## config.mk

```make
export PLATFORM = sky130hd
export DESIGN_NAME = display_arbiter
export DESIGN_NICKNAME = d
export VERILOG_FILES = /design/src/rtl/display_arbiter_pkg.sv /design/src/rtl/display_arbiter_dwell_timer.sv /design/src/rtl/display_arbiter.sv
export SDC_FILE = /design/constraint.sdc
export NUM_CORES = 1
export LEC_CHECK = 0
export ABC_CLOCK_PERIOD_IN_PS = 2950
export CAP_MARGIN = 10
export CORE_ASPECT_RATIO = 1.25
export CORE_MARGIN = 4
export CORE_UTILIZATION = 44
export DETAILED_ROUTE_END_ITERATION = 8
export MAX_ROUTING_LAYER = met4
export PLACE_DENSITY_LB_ADDON = 0.12
export SLEW_MARGIN = 5
export SYNTH_ARGS = -nofsm -noshare
export SYNTH_HDL_FRONTEND = slang
export SYNTH_HIERARCHICAL = 1
export SYNTH_SLANG_ARGS = --single-unit
```

## constraint.sdc

```tcl
create_clock -name SysClk -period 2.95 [get_ports SysClk]
set_input_delay 0.295 -clock SysClk [delete_from_list [all_inputs] [get_ports SysClk]]
set_output_delay 0.295 -clock SysClk [all_outputs]
set_load 0.01 [all_outputs]
```

## src/rtl/display_arbiter_pkg.sv

```systemverilog
// Shared encodings and defaults for the two-requester seven-segment display arbiter.
package display_arbiter_pkg;

  typedef enum logic [1:0] {
    IDLE  = 2'b00,
    OWN_A = 2'b01,
    OWN_B = 2'b10
  } state_t;

  typedef enum logic {
    REQ_A = 1'b0,
    REQ_B = 1'b1
  } req_id_t;

  localparam int DWELL_DEFAULT = 50_000_000;
  localparam int TW_DEFAULT    = 26;

endpackage

```

## src/rtl/display_arbiter_dwell_timer.sv

```systemverilog
// Saturating up-counter with clear and enable; flags the final dwell cycle (DWELL-1).
module dwell_timer #(
  parameter int DWELL = 50_000_000,
  parameter int TW    = 26
) (
  input  logic SysClk,
  input  logic Reset,
  input  logic clr,
  input  logic en,
  output logic tc
);

  logic [TW-1:0] cnt;

  assign tc = (cnt == TW'(DWELL - 1));

  // NOTE: sequential state is assigned with <= so every register samples pre-edge values.
  always_ff @(posedge SysClk) begin
    if (Reset)           cnt <= '0;
    else if (clr)        cnt <= '0;
    else if (en && !tc)  cnt <= cnt + TW'(1);
  end

endmodule

```

## src/rtl/display_arbiter.sv

```systemverilog
// Round-robin request/grant arbiter with minimum dwell time that muxes one of two
// digit/decimal-point words onto the 4x7 segment controller inputs.
module display_arbiter
  import display_arbiter_pkg::*;
#(
  parameter int DWELL = DWELL_DEFAULT,
  parameter int TW    = TW_DEFAULT
) (
  input  logic        SysClk,
  input  logic        Reset,
  input  logic        ReqA,
  input  logic        ReqB,
  input  logic [15:0] DigitsA,
  input  logic [15:0] DigitsB,
  input  logic [3:0]  DpA,
  input  logic [3:0]  DpB,
  output logic        GntA,
  output logic        GntB,
  output logic [3:0]  Digit1,
  output logic [3:0]  Digit2,
  output logic [3:0]  Digit3,
  output logic [3:0]  Digit4,
  output logic        Dp0,
  output logic        Dp1,
  output logic        Dp2,
  output logic        Dp3
);

  state_t        state, next_state;
  req_id_t       last;
  logic          tc;
  logic          timer_clr, timer_en;
  logic [15:0]   digits_q;
  logic [3:0]    dp_q;

  always_ff @(posedge SysClk) begin
    if (Reset) state <= IDLE;
    else       state <= next_state;
  end

  // NOTE: next_state defaults to state first, so no path through the case leaves it unassigned.
  always_comb begin
    next_state = state;
    case (state)
      IDLE: begin
        if (ReqA && ReqB) next_state = (last == REQ_B) ? OWN_A : OWN_B;
        else if (ReqA)    next_state = OWN_A;
        else if (ReqB)    next_state = OWN_B;
      end
      OWN_A: begin
        if (!ReqA)          next_state = ReqB ? OWN_B : IDLE;
        else if (ReqB && tc) next_state = OWN_B;
      end
      OWN_B: begin
        if (!ReqB)          next_state = ReqA ? OWN_A : IDLE;
        else if (ReqA && tc) next_state = OWN_A;
      end
      default: next_state = IDLE;
    endcase
  end

  always_comb begin
    GntA = (state == OWN_A);
    GntB = (state == OWN_B);
  end

  // Any entry into an ownership state (including a direct handover) restarts the dwell.
  assign timer_clr = (next_state != IDLE) && (next_state != state);
  assign timer_en  = (next_state != IDLE) && (next_state == state);

  dwell_timer #(
    .DWELL (DWELL),
    .TW    (TW)
  ) u_dwell_timer (
    .SysClk (SysClk),
    .Reset  (Reset),
    .clr    (timer_clr),
    .en     (timer_en),
    .tc     (tc)
  );

  always_ff @(posedge SysClk) begin
    if (Reset)                                       last <= REQ_B;
    else if (next_state == OWN_A && state != OWN_A)  last <= REQ_A;
    else if (next_state == OWN_B && state != OWN_B)  last <= REQ_B;
  end

  // The display follows the current owner live and freezes while nobody owns it.
  always_ff @(posedge SysClk) begin
    if (Reset) begin
      digits_q <= '0;
      dp_q     <= '0;
    end else begin
      case (state)
        OWN_A: begin
          digits_q <= DigitsA;
          dp_q     <= DpA;
        end
        OWN_B: begin
          digits_q <= DigitsB;
          dp_q     <= DpB;
        end
        default: ;
      endcase
    end
  end

  assign Digit1 = digits_q[15:12];
  assign Digit2 = digits_q[11:8];
  assign Digit3 = digits_q[7:4];
  assign Digit4 = digits_q[3:0];
  assign Dp0    = dp_q[0];
  assign Dp1    = dp_q[1];
  assign Dp2    = dp_q[2];
  assign Dp3    = dp_q[3];

endmodule

```

==> flow_metrics.env <==
export IMPL_cts_buffer_depth=2
export IMPL_syn2layout_area_growth_pct=49.5
export IMPL_syn_area_per_cell_sq_um=8.76
export IMPL_maxCapViolCount=0
export IMPL_leakage_uw=0.00134
export IMPL_grt_pass1_wl_um=10800
export IMPL_fmax_mhz=340
export IMPL_cp_end_kind="register"
export IMPL_tightest_slew_ns=0.716
export IMPL_clock_skew_ns=0.00475
export IMPL_coreArea_sq_um=5560
export IMPL_htreeDepth=2
export IMPL_final_max_slew_viol_count=0
export IMPL_vdd_drop_max_v=0.000336
export IMPL_arrival_ns=3.18
export IMPL_fill_cells=471
export IMPL_wl_per_cell_um=14.6
export IMPL_grt_overflow_total=0
export IMPL_finalHoldViolCount=0
export IMPL_cp_cell_sequence="nor4b_4 > nand4_1 > nor3_4 > nand2_1 > a311oi_2 > a211oi_4 > xnor2_1 > a2111oi_2 > buf_4 > o31ai_4 > or4_4 > a21oi_2"
export IMPL_p_per_area_nw_per_um2=572
export IMPL_synthFlopType="dfxtp_1"
export IMPL_remaining_drc_errors=0
export IMPL_holdBufCountCts=0
export IMPL_placedCellCount=450
export IMPL_place_congestion=0.832
export IMPL_die_h_um=93.4
export IMPL_routed_wl_met3_um=458
export IMPL_nets=446
export IMPL_netlist_area_sq_um=2570
export IMPL_portBuffers=65
export IMPL_synthCells=293
export IMPL_fp_dieArea_sq_um=7130
export IMPL_critPathMaxFanout=5
export IMPL_wl_met1_um=2860
export IMPL_die_x_um=76.3
export IMPL_hpwl_um=4960
export IMPL_clk_latency_ns=0.30
export IMPL_finalSetupViolCount=0
export IMPL_io_pins=66
export IMPL_seq_area_sq_um=983
export IMPL_rsz0062_at_grt="true"
export IMPL_cts_root_buf="clkbuf_8"
export IMPL_synthMuxAreaShare_pct=7.80
export IMPL_timing_critical_path_from_type="register"
export IMPL_synthSimpleGateAreaFrac_pct=25.6
export IMPL_grt_max_degree=41
export IMPL_synth_seq_cells=49
export IMPL_num_vias=2545
export IMPL_yosysWarnings=6
export IMPL_dr_max_layer_used="met4"
export IMPL_hold_path_depth=2
export IMPL_status="completed"
export IMPL_grt_pass1_vias=2446
export IMPL_synth_fa_ha_area_share_pct=2.44
export IMPL_drive_gt1_share_pct=21.6
export IMPL_instances_no_fill=462
export IMPL_wl_met2_um=3290
export IMPL_power_uw=2190
export IMPL_async_flop_share_pct=0
export IMPL_grt_antenna_before_repair=0
export IMPL_crit_type="reg -> reg"
export IMPL_cp_required_ns=3.19
export IMPL_period_needed_ns=2.94
export IMPL_track_usage_pct=19.2
export IMPL_cts_sinks=49
export IMPL_wl_um=6740
export IMPL_via_per_inst=5.51
export IMPL_cts_tree="yes"
export IMPL_rr_worst_depth=12
export IMPL_hp_class="reg -> reg"
export IMPL_fin_setup_tns_ns=0
export IMPL_ant_nets=0
export IMPL_drt_pass1_iter_count=4
export IMPL_core_rowCount=30
export IMPL_multi_input_area_sq_um=1600
export IMPL_synth_top_family_by_area="simple AND/OR/NAND/NOR gates"
export IMPL_yosysSeqAreaShare_pct=38.2
export IMPL_drtIter0Drc=91
export IMPL_antennaDiodeCount=0
export IMPL_cts_buffers=5
export IMPL_start_util_pct=46.2
export IMPL_synth_edf_count=0
export IMPL_cpPeakStageDelay_ns=0.53
export IMPL_period_share_pct=99.7
export IMPL_yosysUniqueCellTypes=47
export IMPL_synth_xor_area_share_pct=4.10
export IMPL_slowest_stage="or4_4"
export IMPL_syn_nets=342
export IMPL_path_clk_slew_ns=0.09
export IMPL_maxSlewHeadroom_pct=52.1
export IMPL_synth_compound_area_share_pct=17.2
## cell usage after synthesis (2+ instances only)
| cell | count | area [sq um] |
|---|---|---|
| and4_1 | 3 | 26.3 |
| mux2i_1 | 20 | 200 |
| or4_1 | 3 | 22.5 |
| xnor2_1 | 5 | 43.8 |
| nand2_1 | 15 | 56.3 |
| nand3_1 | 10 | 50.1 |
| nor4_1 | 3 | 18.8 |
| o31ai_1 | 3 | 22.5 |
| inv_1 | 7 | 26.3 |
| a211oi_1 | 20 | 150 |
| dfxtp_1 | 49 | 981 |
| buf_2 | 5 | 25.0 |
| clkbuf_1 | 10 | 37.5 |
| o22ai_1 | 2 | 12.5 |
| o21ai_2 | 2 | 17.5 |
| nand4_1 | 13 | 81.3 |
| xor2_1 | 7 | 61.3 |
| a21oi_1 | 14 | 70.1 |
| nor4b_1 | 2 | 17.5 |
| nor3_1 | 5 | 25.0 |
| ha_1 | 5 | 62.6 |
| o21ai_0 | 10 | 50.1 |
| buf_6 | 2 | 22.5 |
| nor2_1 | 39 | 146 |
| or3_1 | 11 | 68.8 |
| nand3b_1 | 4 | 30.0 |
| and3_1 | 4 | 25.0 |
## per-layer routing
| layer | global-route usage (%) | vias to the layer above |
|---|---|---|
| li1 | - | 1288 |
| met1 | 22.0 | 1166 |
| met2 | 32.6 | 77 |
| met3 | 5.68 | 14 |
| met4 | 5.59 | 0 |
| met5 | - | - |
## worst paths after layout
check | from | to | slack [ns]
min reg2reg | digits_q[14] | digits_q[14] | 0.49
min | digits_q[14] | digits_q[14] | 0.49
max | u_dwell_timer/cnt[8] | u_dwell_timer/cnt[20] | 0.01
max reg2reg | u_dwell_timer/cnt[8] | u_dwell_timer/cnt[20] | 0.01
## layout make-up
cell class | count | share of cell area (%)
repair buffers | 114 | 26.8
clock buffers | 7 | 2.25
multi-input cells | 220 | 41.7
flip-flops and latches | 49 | 25.6
inverters | 7 | 0.685
well taps | 64 | 2.09
clock inverters | 1 | 0.783
## registers in the layout, indices dropped and copies added (netlist names)
signal and flops:
last 1, dp_q 4, state 2, u_dwell_timer/cnt 26, digits_q 16
## critical path, delay by kind of cell, from the launching register on
family,cells,cell delay [ns]
DFF,1,0.34
AOI/OAI and AO/OA,5,0.86
buffers and inverters,1,0.21
xor gates and xnor gates,1,0.14
and+or+nand+nor,5,1.33
## power breakdown
part	internal (uW)	switching, uW
Sequential	752	53.4
Clock	277	222
Combinational	464	428
## cells in the final DEF (no fill, tap or decap), types with 4 or more instances in the layout
cell type / netlist / final
mux2i_1: 20 / 20
xnor2_1: 5 / 5
clkbuf_8: 0 / 6
buf_4: 1 / 46
nor2_1: 39 / 39
nand3b_1: 4 / 4
a21oi_1: 14 / 10
nand4_1: 13 / 13
clkdlybuf4s50_1: 0 / 65
and3_1: 4 / 4
nand3_1: 10 / 9
a21oi_2: 0 / 4
or3_1: 11 / 10
o21ai_0: 10 / 10
a211oi_1: 20 / 20
xor2_1: 7 / 7
ha_1: 5 / 5
inv_1: 7 / 7
dfxtp_1: 49 / 47
nand2_1: 15 / 15
## timing repair
action | CTS | global route
buffers inserted | 1 | 2
pin swaps | 5 | 9
setup endpoints to repair | 25 | 26
cloned | 1 | 0
gates resized for setup | 5 | 20
## cells by family (layout without fill, tap and decap cells)
| family | count (synthesis) | count (layout) |
|---|---|---|
| multiplexers | 20 | 20 |
| adder cells (fa/ha/maj) | 5 | 5 |
| flip-flops | 49 | 49 |
| buffers and inverters | 25 | 129 |
| AND/OR/NAND/NOR | 120 | 120 |
| XOR/XNOR | 12 | 12 |
| AO/OA/AOI/OAI | 62 | 63 |
## per-stage QoR
stage	hold slack, ns	cell area, sq um	setup slack (ns)	util [%]
3_3_place_gp	0.472	3550	-0.0491	64.0
5_1_grt	0.515	3840	-0.197	69.1
2_1_floorplan	0.368	2570	0.0254	-
4_1_cts	0.492	3720	0.0199	67.0
3_5_place_dp	0.479	3550	-0.191	64.0
6_report	0.489	3840	0.0102	69.1
No activity file was read; power rests on OpenSTA's default activity.
==> RTL edit (same settings) <==
Change the package constant `TW_DEFAULT` from 26 to 52.
--- a/src/rtl/display_arbiter_pkg.sv
+++ b/src/rtl/display_arbiter_pkg.sv
@@ -13,7 +13,7 @@
   } req_id_t;
 
   localparam int DWELL_DEFAULT = 50_000_000;
-  localparam int TW_DEFAULT    = 26;
+  localparam int TW_DEFAULT    = 52;
 
 endpackage
 
Function: same outputs for any inputs over 10 cycles, from zero or initial values and one cycle with Reset high; that may be too few to reach the edited logic, so the function may still have changed.
==> RTL edit against the original RTL <==
  * The flow now finishes with violations (setup timing)
  * Sequential power grew 43%
  * Sequential cell count grew 26
  * Total power grew 44%
  * Worst hold slack lost 0.0014 ns
  * Wire length grew 75%
  * Non-clock buffer count grew 66
  * Count of clock-buffer cells in the layout grew 2
  * Worst setup slack lost 0.96 ns
  * Combinational power grew 6.2%
  * Cell area grew 65%
  * Area after synthesis grew 56%
  * Critical path depth grew 4
  * Critical endpoint is now u_dwell_timer/cnt[47]$_SDFFE_PP0P_
  * Largest power group is now registers
  * Highest routed layer unchanged
==> RTL edit: results (changes against the original RTL) <==
* Non-Filler Instances at 751 (was 462)
* Max_slew headroom at 72.4% (was 52.1%)
* Met1 usage at 24.8% (was 22.0%)
* DR WL/cell at 15.7 um (was 14.6 um)
* XOR/XNOR share of the synthesized area at 4.37% (was 4.10%)
* Global-route wire length before repair at 18.8 mm (was 10.8 mm)
* Fraction of area in clock buffers and inverters at 4.17% (was 3.03%)
* Fin worst setup slack at -0.946 ns (was 0.0102 ns)
* Met3 Usage GRT at 3.86% (was 5.68%)
* Post-synthesis net count at 509 (was 342)
* Setup WS pre-CTS at -0.925 ns (was -0.191 ns)
* Final Instance Area at 6340 um2 (was 3840 um2)
* Worst endpoint data arrival time at 4.19 ns (was 3.18 ns)
* Final setup viols at 52 (was 0)
* Seq. cell area at 1510 um2 (was 983 um2)
* Number of non-clock inverters in the layout at 11 (was 7)
* Top post-synthesis cells by count: 75 x dfxtp_1, 43 x nor2_1, 31 x a21oi_1, 24 x nand2_1, 22 x nand3_1 (was 49 x dfxtp_1, 39 x nor2_1, 20 x a211oi_1, 20 x mux2i_1, 15 x nand2_1)
* RD Place Congestion at 0.826 (was 0.832)
* #MultiIn Comb at 349 (was 220)
* Compound-cell area share of the yosys netlist at 15.8% (was 17.2%)
* Hpwl dp at 7.88 mm (was 4.96 mm)
* Post-CTS setup buffers at 17 (was 1)
* NonClk Buf Share at 25.5% (was 26.8%)
* H-tree depth at 3 (was 2)
* Unique masters post-synth at 58 (was 47)
* Via count at 4185 (was 2545)
* Filler cell count at 654 (was 471)
* Post-synthesis mux area share at 4.99% (was 7.80%)
* Clock Latency Late Sink at 0.36 ns (was 0.30 ns)
* Slowest-stage cell, CP: or4_1 (was or4_4)
* Largest regs: u_dwell_timer/cnt x52, digits_q x16, dp_q x4 (was u_dwell_timer/cnt x26, digits_q x16, dp_q x4)
* Leakage power at 2.33 nW (was 1.34 nW)
* First DRT Iteration DRCs at 162 (was 91)
* Placed Area at 5440 um2 (was 3550 um2)
* Slowest stage delay, CP at 0.50 ns (was 0.53 ns)
* Status: finished with violations (was completed)
* Adder-Cell Fraction of Synth Area at 1.56% (was 2.44%)
* WL met3 at 461 um (was 458 um)
* Multi-input logic area at 2760 um2 (was 1600 um2)
* Seq_cells at 75 (was 49)
* Seq/Total Area, Yosys at 37.4% (was 38.2%)
* Violated checks: setup timing
* Met2 usage at 39.4% (was 32.6%)
* Ranking of synthesized cells by area: dfxtp_1 37%, mux2i_1 5.0%, nor2_1 4.0% (was dfxtp_1 38%, mux2i_1 7.8%, a211oi_1 5.9%)
* Detail Route met2 WL at 6.10 mm (was 3.29 mm)
* Peak VDD IR at 336 uV (about the same)
* Post-CTS sizing at 44 (was 5)
* Final setup TNS at -33.67 ns (was 0 ns)
==> RTL edit: changes by cell type in the layout (fill, tap and decap cells not counted), sizes merged, moves of 8 or more <==
cell / unedited run / this run
nor4: 3 / 19
dfxtp: 49 / 75
or3: 11 / 20
a21oi: 14 / 31
nand2: 15 / 24
nand3: 11 / 25
nand4: 13 / 21
or4: 3 / 12
buf: 49 / 114
o21ai: 13 / 22
==> RTL edit: path summary, 6_finish.rpt <==
path	startpoint	endpoint	slack [ns]	cells after the start
worst max-delay path	u_dwell_timer/cnt[34]$_SDFFE_PP0P_	u_dwell_timer/cnt[47]$_SDFFE_PP0P_	-0.95	16
worst min-delay path	digits_q[8]$_SDFFE_PP0P_	digits_q[8]$_SDFFE_PP0P_	0.49	2
worst max register to register	u_dwell_timer/cnt[34]$_SDFFE_PP0P_	u_dwell_timer/cnt[47]$_SDFFE_PP0P_	-0.95	16
worst min register to register	digits_q[8]$_SDFFE_PP0P_	digits_q[8]$_SDFFE_PP0P_	0.49	2
